### src/rtl/mipi_rx_sequencer_if.sv
// PHY-side bundle of the MIPI receive sequencer: PLL lock and pixel framing in,
// D-PHY power/reset control out.
interface mipi_rx_sequencer_if;
  // No valid/ready handshake: fv_i/lv_i are level qualifiers sampled every clk_i
  // cycle with no backpressure. pd_dphy_o and rx_rst_n_o are registered levels.
  logic pll_lock_i;
  logic fv_i;
  logic lv_i;
  logic pd_dphy_o;
  logic rx_rst_n_o;

  modport master (
    input  pll_lock_i, fv_i, lv_i,
    output pd_dphy_o, rx_rst_n_o
  );

  modport slave (
    output pll_lock_i, fv_i, lv_i,
    input  pd_dphy_o, rx_rst_n_o
  );
endinterface

### src/rtl/mipi_rx_sequencer.sv
// MIPI CSI-2 receive link sequencer: powers up the D-PHY, waits for PLL lock and
// the first frame, supervises frames and lines, and retries or faults on errors.
module mipi_rx_sequencer #(
  parameter int PWRUP_CYC = 16,
  parameter int LOCK_TO   = 4096,
  parameter int SYNC_TO   = 1000000,
  parameter int FRAME_TO  = 2000000,
  parameter int MAX_RETRY = 3,
  parameter int EXP_LINES = 0
) (
  input  logic                 clk_i,
  input  logic                 rst_i,
  input  logic                 enable_i,
  mipi_rx_sequencer_if.master  phy,
  output logic                 link_up_o,
  output logic                 fault_o,
  output logic [2:0]           state_o,
  output logic [1:0]           err_code_o,
  output logic [2:0]           retry_cnt_o,
  output logic [15:0]          frame_cnt_o,
  output logic [11:0]          lines_o,
  output logic                 line_err_o
);

  typedef enum logic [2:0] {
    S_OFF       = 3'd0,
    S_PWRUP     = 3'd1,
    S_WAIT_LOCK = 3'd2,
    S_WAIT_SYNC = 3'd3,
    S_RUN       = 3'd4,
    S_RETRY     = 3'd5,
    S_FAULT     = 3'd6
  } state_t;

  localparam logic [23:0] PWRUP_LAST = 24'(PWRUP_CYC - 1);
  localparam logic [23:0] LOCK_LAST  = 24'(LOCK_TO - 1);
  localparam logic [23:0] SYNC_LAST  = 24'(SYNC_TO - 1);
  localparam logic [23:0] FRAME_LAST = 24'(FRAME_TO - 1);
  localparam logic [2:0]  MAX_R      = 3'(MAX_RETRY);
  localparam logic [11:0] EXP_L      = 12'(EXP_LINES);

  state_t      state_q, state_d;
  logic [23:0] timer_q;
  logic        fv_q, lv_q;
  logic [1:0]  err_q, err_d;
  logic [2:0]  retry_q, retry_inc;
  logic [11:0] line_q, line_d, line_sat;
  logic        pd_q, rst_n_q, link_q, fault_q;
  logic [15:0] frame_q;
  logic [11:0] lines_q;
  logic        line_err_q;
  logic        fv_rise, fv_fall, lv_rise, frame_done;

  assign fv_rise = phy.fv_i & ~fv_q;
  assign fv_fall = ~phy.fv_i & fv_q;
  assign lv_rise = phy.lv_i & ~lv_q;

  assign retry_inc = (retry_q == 3'd7) ? 3'd7 : retry_q + 3'd1;
  assign line_sat  = (line_q == 12'hFFF) ? line_q : line_q + 12'd1;

  always_comb begin
    state_d = state_q;
    err_d   = err_q;
    case (state_q)
      S_OFF:       if (enable_i) state_d = S_PWRUP;
      S_PWRUP:     if (timer_q == PWRUP_LAST) state_d = S_WAIT_LOCK;
      S_WAIT_LOCK: begin
        if (phy.pll_lock_i) state_d = S_WAIT_SYNC;
        else if (timer_q == LOCK_LAST) begin
          state_d = S_FAULT;
          err_d   = 2'd1;
        end
      end
      S_WAIT_SYNC: begin
        // Lock loss is checked first so a coincident timeout reports code 3.
        if (!phy.pll_lock_i) begin
          state_d = S_RETRY;
          err_d   = 2'd3;
        end else if (fv_rise) state_d = S_RUN;
        else if (timer_q == SYNC_LAST) begin
          state_d = S_RETRY;
          err_d   = 2'd2;
        end
      end
      S_RUN: begin
        if (!phy.pll_lock_i) begin
          state_d = S_RETRY;
          err_d   = 2'd3;
        end else if (!phy.fv_i && !fv_fall && timer_q == FRAME_LAST) begin
          state_d = S_RETRY;
          err_d   = 2'd2;
        end
      end
      S_RETRY:     state_d = (retry_inc > MAX_R) ? S_FAULT : S_PWRUP;
      S_FAULT:     state_d = S_FAULT;
      default:     state_d = S_OFF;
    endcase
    if (!enable_i) state_d = S_OFF;
    if (state_d == S_OFF) err_d = 2'd0;
  end

  // An lv_i rise coincident with the fv_i fall still belongs to the closing frame.
  always_comb begin
    line_d = line_q;
    if (fv_rise) line_d = lv_rise ? 12'd1 : 12'd0;
    else if (lv_rise && (phy.fv_i || fv_q)) line_d = line_sat;
  end

  assign frame_done = (state_q == S_RUN) && (state_d == S_RUN) && fv_fall;

  always_ff @(posedge clk_i) begin
    if (rst_i) begin
      state_q    <= S_OFF;
      timer_q    <= 24'd0;
      fv_q       <= 1'b0;
      lv_q       <= 1'b0;
      err_q      <= 2'd0;
      retry_q    <= 3'd0;
      line_q     <= 12'd0;
      pd_q       <= 1'b1;
      rst_n_q    <= 1'b0;
      link_q     <= 1'b0;
      fault_q    <= 1'b0;
      frame_q    <= 16'd0;
      lines_q    <= 12'd0;
      line_err_q <= 1'b0;
    end else begin
      state_q <= state_d;
      fv_q    <= phy.fv_i;
      lv_q    <= phy.lv_i;
      err_q   <= err_d;
      line_q  <= line_d;

      if (state_d != state_q) timer_q <= 24'd0;
      else if (state_q == S_RUN && fv_fall) timer_q <= 24'd0;
      else if (timer_q != 24'hFFFFFF) timer_q <= timer_q + 24'd1;

      if (state_d == S_OFF) retry_q <= 3'd0;
      else if (state_q == S_RETRY) retry_q <= retry_inc;

      // Control outputs follow state_d so they move on the same edge as state_o.
      pd_q    <= (state_d == S_OFF) || (state_d == S_RETRY) || (state_d == S_FAULT);
      rst_n_q <= (state_d == S_WAIT_SYNC) || (state_d == S_RUN);
      link_q  <= (state_d == S_RUN);
      fault_q <= (state_d == S_FAULT);

      if (frame_done) begin
        lines_q <= line_d;
        frame_q <= frame_q + 16'd1;
      end

      if (state_d == S_OFF) line_err_q <= 1'b0;
      else if (frame_done && EXP_LINES != 0 && line_d != EXP_L) line_err_q <= 1'b1;
    end
  end

  assign phy.pd_dphy_o  = pd_q;
  assign phy.rx_rst_n_o = rst_n_q;
  assign link_up_o      = link_q;
  assign fault_o        = fault_q;
  assign state_o        = state_q;
  assign err_code_o     = err_q;
  assign retry_cnt_o    = retry_q;
  assign frame_cnt_o    = frame_q;
  assign lines_o        = lines_q;
  assign line_err_o     = line_err_q;

endmodule

### src/flat_wrapper.sv
// flat-port wrapper written by rule: the top's interface ports become plain ports
module mipi_rx_sequencer_flat 
#(
  parameter int PWRUP_CYC = 16,
  parameter int LOCK_TO   = 4096,
  parameter int SYNC_TO   = 1000000,
  parameter int FRAME_TO  = 2000000,
  parameter int MAX_RETRY = 3,
  parameter int EXP_LINES = 0
)
  (clk_i, rst_i, enable_i, link_up_o, fault_o, state_o, err_code_o, retry_cnt_o, frame_cnt_o, lines_o, line_err_o, phy_pll_lock_i, phy_fv_i, phy_lv_i, phy_pd_dphy_o, phy_rx_rst_n_o);
  mipi_rx_sequencer_if phy_i ();
  input  logic clk_i;
  input  logic rst_i;
  input  logic enable_i;
  output logic link_up_o;
  output logic fault_o;
  output logic [2:0] state_o;
  output logic [1:0] err_code_o;
  output logic [2:0] retry_cnt_o;
  output logic [15:0] frame_cnt_o;
  output logic [11:0] lines_o;
  output logic line_err_o;
  input wire logic [$bits(phy_i.pll_lock_i)-1:0] phy_pll_lock_i;
  input wire logic [$bits(phy_i.fv_i)-1:0] phy_fv_i;
  input wire logic [$bits(phy_i.lv_i)-1:0] phy_lv_i;
  output wire logic [$bits(phy_i.pd_dphy_o)-1:0] phy_pd_dphy_o;
  output wire logic [$bits(phy_i.rx_rst_n_o)-1:0] phy_rx_rst_n_o;
  assign phy_i.pll_lock_i = phy_pll_lock_i;
  assign phy_i.fv_i = phy_fv_i;
  assign phy_i.lv_i = phy_lv_i;
  assign phy_pd_dphy_o = phy_i.pd_dphy_o;
  assign phy_rx_rst_n_o = phy_i.rx_rst_n_o;
  mipi_rx_sequencer #(.PWRUP_CYC(PWRUP_CYC), .LOCK_TO(LOCK_TO), .SYNC_TO(SYNC_TO), .FRAME_TO(FRAME_TO), .MAX_RETRY(MAX_RETRY), .EXP_LINES(EXP_LINES)) u_core (.clk_i(clk_i), .rst_i(rst_i), .enable_i(enable_i), .phy(phy_i), .link_up_o(link_up_o), .fault_o(fault_o), .state_o(state_o), .err_code_o(err_code_o), .retry_cnt_o(retry_cnt_o), .frame_cnt_o(frame_cnt_o), .lines_o(lines_o), .line_err_o(line_err_o));
endmodule
### config.mk
export PLATFORM = sky130hd
export DESIGN_NAME = mipi_rx_sequencer_flat
export DESIGN_NICKNAME = d
export VERILOG_FILES = /design/src/rtl/mipi_rx_sequencer_if.sv /design/src/rtl/mipi_rx_sequencer.sv /design/src/flat_wrapper.sv
export SDC_FILE = /design/constraint.sdc
export NUM_CORES = 1
export LEC_CHECK = 0
export ABC_AREA = 1
export CAP_MARGIN = 30
export CORE_MARGIN = 2
export CORE_UTILIZATION = 55
export CTS_BUF_LIST = sky130_fd_sc_hd__clkbuf_2 sky130_fd_sc_hd__clkbuf_4 sky130_fd_sc_hd__clkbuf_8
export DETAILED_ROUTE_END_ITERATION = 16
export GPL_TIMING_DRIVEN = 0
export PLACE_DENSITY = 0.78
export SYNTH_ARGS = -nofsm -noshare
export SYNTH_HDL_FRONTEND = slang
export SYNTH_SLANG_ARGS = --single-unit
### constraint.sdc
create_clock -name clk_i -period 3.9 [get_ports clk_i]
set_clock_uncertainty 0.15 [all_clocks]
set_input_delay 0.975 -clock clk_i [delete_from_list [all_inputs] [get_ports clk_i]]
set_output_delay 0.975 -clock clk_i [all_outputs]
set_load 0.1 [all_outputs]
Word level (Yosys, flattened, before mapping)
Index checks and enable logic that the tools add are counted.
{"block": "word_totals", "word_cells": 89, "output_inout_bits": 41, "in_bits": 6, "register_bits": 78}
{"block": "classes", "magnitude_cmp": 1, "eq_ne": 23, "n_addsub": 4, "muxes": 24, "n_reduce_logical": 18, "bitwise": 6}
{"cell": "$mux W12", "count": 3}
{"cell": "$mux W3", "count": 11}
{"cell": "$add A24 B1 Y24 const B", "count": 1}
{"cell": "$eq A24 B12 Y1 const B", "count": 1}
{"cell": "$eq A24 B20 Y1 const B", "count": 1}
{"cell": "$eq A24 B21 Y1 const B", "count": 1}
{"cell": "$eq A24 B4 Y1 const B", "count": 1}
{"cell": "$ne A24 B24 Y1 const B", "count": 1}
{"cell": "$eq A3 B3 Y1 const B", "count": 7}
{"cell": "$pmux W3 S7", "count": 1}
{"cell": "$add A16 B1 Y16 const B", "count": 1}
{"cell": "$mux W2", "count": 7}
{"cell": "$add A12 B1 Y12 const B", "count": 1}
{"cell": "$eq A12 B12 Y1 const B", "count": 1}
{"cell": "$eq A3 B2 Y1 const B", "count": 3}
{"cell": "$logic_and A1 B1 Y1", "count": 6}
{"cell": "$logic_not A3 Y1", "count": 2}
{"cell": "$ne A3 B2 Y1 const B", "count": 2}
{"cell": "$pmux W2 S3", "count": 1}
{"cell": "$reduce_and A6 Y1", "count": 1}
{"cell": "$logic_or A1 B1 Y1", "count": 4}
{"cell": "$add A3 B1 Y3 const B", "count": 1}
{"cell": "$and A1 B1 Y1", "count": 3}
{"cell": "$eq A3 B1 Y1 const B", "count": 1}
{"cell": "11 further kinds", "count": 14}

Logic depth before layout (Yosys ltp)
{"block": "logic_depth", "word_depth": 12, "mapped_depth": 16}

Least setup slack after synthesis
OpenSTA, ideal clock, no wires.
{"block": "synth_timing", "path_kind": "reg2reg", "startpoint": "reg u_core.state_q[1], in the netlist u_core.state_o[1]", "endpoint": "reg u_core.timer_q[22]", "period_less_slack_ns": 2.699, "setup_time_ns": 0.121, "t_arrival_ns": 2.428, "stages_incl_launch_ff": 15, "setup_slack_ns": 1.201, "path_cell_list": "dfxtp_1 > inv_1 > nand2_1 > nor2_4 > o21ai_2 > o21ai_1 > a21oi_2 > nand2_2 > nand2_4 > nand2_1 > nand2_2 > nor2_4 > nand3_4 > buf_12 > nor2_4"}
{"block": "synth_via", "elab_chain_cells": 7, "word_cells_on_any_way": 20, "cone_classes": "eq/ne (7); mux (10); reduce/logical (3)"}
{"item": "from (decl)", "line": "mipi_rx_sequencer.sv:42", "text": "state_t state_q, state_d;"}
{"item": "from (signal assigned)", "line": "mipi_rx_sequencer.sv:128", "text": "state_q <= state_d;"}
{"item": "$mux W3", "line": "mipi_rx_sequencer.sv:80", "text": "else if (timer_q == SYNC_LAST) begin"}
{"item": "$mux W3", "line": "mipi_rx_sequencer.sv:79", "text": "end else if (fv_rise) state_d = S_RUN;"}
{"item": "$mux W3", "line": "mipi_rx_sequencer.sv:76", "text": "if (!phy.pll_lock_i) begin"}
{"item": "$pmux W3 S7", "line": "mipi_rx_sequencer.sv:64", "text": "case (state_q)"}
{"item": "$mux W3", "line": "mipi_rx_sequencer.sv:98", "text": "if (!enable_i) state_d = S_OFF;"}
{"item": "$ne A3 B3 Y1", "line": "mipi_rx_sequencer.sv:134", "text": "if (state_d != state_q) timer_q <= 24'd0;"}
{"item": "$reduce_or A3 Y1 (no line) *"}
{"item": "to (signal assigned)", "line": "mipi_rx_sequencer.sv:136", "text": "else if (timer_q != 24'hFFFFFF) timer_q <= timer_q + 24'd1;"}
{"item": "to (decl)", "line": "mipi_rx_sequencer.sv:43", "text": "logic [23:0] timer_q;"}
Every way passes the cells marked *; elsewhere a longest branch is shown, timed or not.
A chain may end at the register's enable or synchronous reset.

Worst setup path in the final report
{"block": "layout_timing", "startpoint": "reg u_core.frame_q[2], in the netlist u_core.frame_cnt_o[2]", "endpoint": "out frame_cnt_o[2]"}
{"item": "from (decl)", "line": "mipi_rx_sequencer.sv:49", "text": "logic [15:0] frame_q;"}
{"item": "from (signal assigned)", "line": "mipi_rx_sequencer.sv:149", "text": "frame_q <= frame_q + 16'd1;"}
{"item": "to (decl)", "line": "flat_wrapper.sv:21", "text": "output logic [15:0] frame_cnt_o;"}
No word-level cell between the ends.

==> impl_metrics.csv <==
group,metric,value,unit
sta,tightestPinTransition,977,ps
synth,ys_seq_area_frac,0.344,
critical_path,path_buf_inv,1,
cells_and_area,mostFrequentLayoutCells,"122 x nand2_1, 105 x nor2_1, 78 x dfxtp_1",
critical_path,reg2reg_from,"u_core.timer_q[0]",
sta,finalHoldViolations,0,
die,die_w,94.9,um
clocking,cts_buffers,9,
grt,grt_pass1_wl,17.9,mm
synth,async_flop_share,0,
grt,grt_max_degree,14,
cells_and_area,seqCellArea,1560,um2
critical_path,ff2ff_path_depth,11,
die,start_util,0.562,
clocking,ctsHoldBuffers,0,
synth,synth-seq-cells,78,
die,die_y,94.9,um
synth,synth_top_area_frac,0.344,
critical_path,cp-end-kind,"output pin",
critical_path,crit_chain,"clkdlybuf4s50_1",
cells_and_area,diodes,0,
sta,clock.fmax,316,MHz
hold_path,hold_start,"u_core.err_code_o[1]",
cells_and_area,final_common_cell,"nand2_1",
run,maxCapViolCount,0,
placed_design,pre_cts_ws,449,ps
cells_and_area,nNetsFinal,688,
routing,vias,4168,
routing,viasPerCell,5.29,
synth,syn_nets,633,
sta,finalCriticalPeriod,3160,ps
critical_path,worst_path_largest_cell_delay,1190,ps
synth,yosys.area.top_type,"dfxtp_1",
power_and_ir_drop,sw_frac_of_total,0.268,
synth,syn_avg_cell_area,7.29,um2
sta,min_period_over_period,0.811,
clocking,tritoncts,"done",
grt,grt_pass1_vias,3904,
hold_path,hp-class,"reg -> reg",
die,dieArea,9010,um2
routing,wl_per_cell,13.4,um
power_and_ir_drop,p_int,1.09,mW
synth,yosysWarnings,0,
cells_and_area,drive_gt1_frac,0.151,
critical_path,critical_path.top_delay_family,"buffers and inverters",
sta,rsz0062_at_grt,"false",
hold_path,holdPathStages,2,
synth,ys_types,44,
routing,first_iter_violations,164,
cells_and_area,multiInputGateArea,2610,um2
placed_design,place.gp.congestion,0.913,
clocking,cts-root-buf,"clkbuf_8",
synth,synth_area_leaders,"dfxtp_1 34%, nand2_1 10%, nor2_1 8.7%",
grt,grt.total_usage,0.252,
sta,slew_viol_final,0,
routing,drc,0,
clocking,clkSinkCount,78,
grt,grt_antenna_before_repair,0,
sta,setup_tns,0,ps
clocking,cts_max_path_buffers,2,
critical_path,critPathLaunchType,"flip-flop",
critical_path,crit_arrival,2040,ps
power_and_ir_drop,powerDensity,281,nW/um2
grt,grt_overflow,0,
synth,synth-edff-count,0,
power_and_ir_drop,p_sw,0.398,mW
synth,netlist_instances,623,
outcome,status,"complete, no violations",
critical_path,critical_path_class,"reg -> out",
sta,slew-limit-headroom,0.347,
die,rows,33,
cells_and_area,num-fill-cells,744,
hold_path,min_to,"u_core.err_code_o[1]",
cells_and_area,area_growth,16.5,%
power_and_ir_drop,p_leak,2.06,nW
clocking,clk_pin_slew_worst_paths,90,ps
critical_path,r2r_slack,1460,ps
synth,synth_area,4540,um2
power_and_ir_drop,clkPwrFrac,0.381,
routing,first_pass_iters,6,
critical_path,worstPathRequired,2770,ps
critical_path,slowest_stage,"clkdlybuf4s50_1",
critical_path,worstReg2RegEnd,"u_core.timer_q[23]",
critical_path,critPathMaxFanout,7,
die,fp.coreArea,8090,um2
sta,fin_ws,735,ps
sta,finalSetupViolCount,0,
power_and_ir_drop,pwr-share-seq,0.543,
clocking,insertion_delay,360,ps
synth,ys.flop_type,"dfxtp_1",
power_and_ir_drop,vdd_drop_max,0.000178,V
placed_design,port-buffer-count,44,
clocking,post-cts-setup-buffer-count,0,
die,pin_count,47,
clocking,htree_levels,3,
clocking,cts.repair.resized,0,
routing,wl,10.5,mm
routing,ant_nets,0,
power_and_ir_drop,power_frac_comb,0.076,
placed_design,hpwl,7.83,mm
[synth_stat cells, types with 2 or more instances]
| master | n |
|---|---|
| nand2_1 | 122 |
| buf_12 | 2 |
| xor2_1 | 26 |
| nand4_1 | 23 |
| nor2_8 | 2 |
| buf_6 | 4 |
| inv_1 | 53 |
| or2_1 | 2 |
| dfxtp_1 | 78 |
| nor4_1 | 4 |
| nor2_1 | 105 |
| buf_4 | 2 |
| nand2_4 | 4 |
| nor2_2 | 25 |
| o21ai_2 | 2 |
| nand3b_1 | 4 |
| inv_2 | 4 |
| nor3_1 | 9 |
| a31oi_1 | 2 |
| o21ai_0 | 13 |
| buf_2 | 3 |
| nand3_4 | 4 |
| ha_1 | 4 |
| a21oi_1 | 20 |
| clkbuf_1 | 5 |
| nand2_2 | 4 |
| nor2_4 | 23 |
| xnor2_1 | 11 |
| o211ai_1 | 2 |
| nand3_1 | 47 |
[area by class of cell]
class | instances | area share
tap | 105 | 0.0248
sequential | 78 | 0.295
clock inverter | 5 | 0.00661
timing repair buffer | 44 | 0.0832
inverter | 59 | 0.0421
multi-input combinational | 469 | 0.493
clock buffer | 11 | 0.0274
buffer | 17 | 0.0281
[how the worst max path moves through the flow]
| stage | to | cells past startpoint | from | slack, ps |
|---|---|---|---|---|
| floorplan | u_core.timer_q[22] | 14 | u_core.state_o[1] | 1200 |
| global placement | u_core.lines_o[10] | 13 | phy_fv_i | 510 |
| detailed placement | u_core.lines_o[10] | 13 | phy_fv_i | 450 |
| CTS | frame_cnt_o[2] | 1 | u_core.frame_cnt_o[2] | 730 |
| global route | u_core.lines_o[4] | 13 | phy_fv_i | 650 |
| finish | frame_cnt_o[2] | 1 | u_core.frame_cnt_o[2] | 740 |
[metal layers]
layer,GRT usage,vias to the layer above,wire length (um)
met5,0,-,0
met4,0.0942,0,199
met3,0.0431,20,501
met2,0.427,130,5140
met1,0.318,1909,4710
li1,-,2109,-
[tightest hold or removal path: cells and delay by family, from the launching register on]
| family | cells | cell delay (ps) |
|---|---|---|
| AO/OA/AOI/OAI | 2 | 130 |
| flip-flops | 1 | 320 |
[power groups by stage]
stage / clock (mW) / combinational (mW) / sequential, mW
after floorplan: 0 / 0.0785 / 0.833
after global placement: 0 / 0.111 / 0.825
after detailed placement: 0 / 0.113 / 0.826
after CTS: 0.576 / 0.113 / 0.807
after global routing: 0.618 / 0.124 / 0.808
final: 0.566 / 0.113 / 0.807
[flip-flops by register name, indices dropped and copies added, names as in the netlist]
| signal | cells |
|---|---|
| u_core.lines_o | 12 |
| u_core.fv_q | 1 |
| u_core.err_code_o | 2 |
| u_core.fault_o | 1 |
| u_core.retry_cnt_o | 3 |
| u_core.line_q | 12 |
| u_core.phy.rx_rst_n_o | 1 |
| u_core.state_o | 3 |
| u_core.timer_q | 24 |
| u_core.lv_q | 1 |
| u_core.frame_cnt_o | 16 |
| u_core.phy.pd_dphy_o | 1 |
| u_core.link_up_o | 1 |
[kinds of logic after synthesis]
group | share of synthesized area
compound gates | 0.0589
xor+xnor | 0.0713
fa+ha+maj | 0.0110
buf+inv | 0.0818
flops | 0.344
other cells | 0.000825
simple gates | 0.433
[stage by stage]
step	power [mW]	hold slack (ps)	cells	utilization	cell area, um2
global route	1.55	373	788	0.654	5300
global placement	0.936	311	772	0.632	5120
finish	1.49	344	788	0.654	5300
detailed placement	0.938	334	772	0.632	5120
CTS	1.50	352	788	0.654	5300
floorplan	0.912	363	623	-	4540
Power figures use the tool's default switching activity.
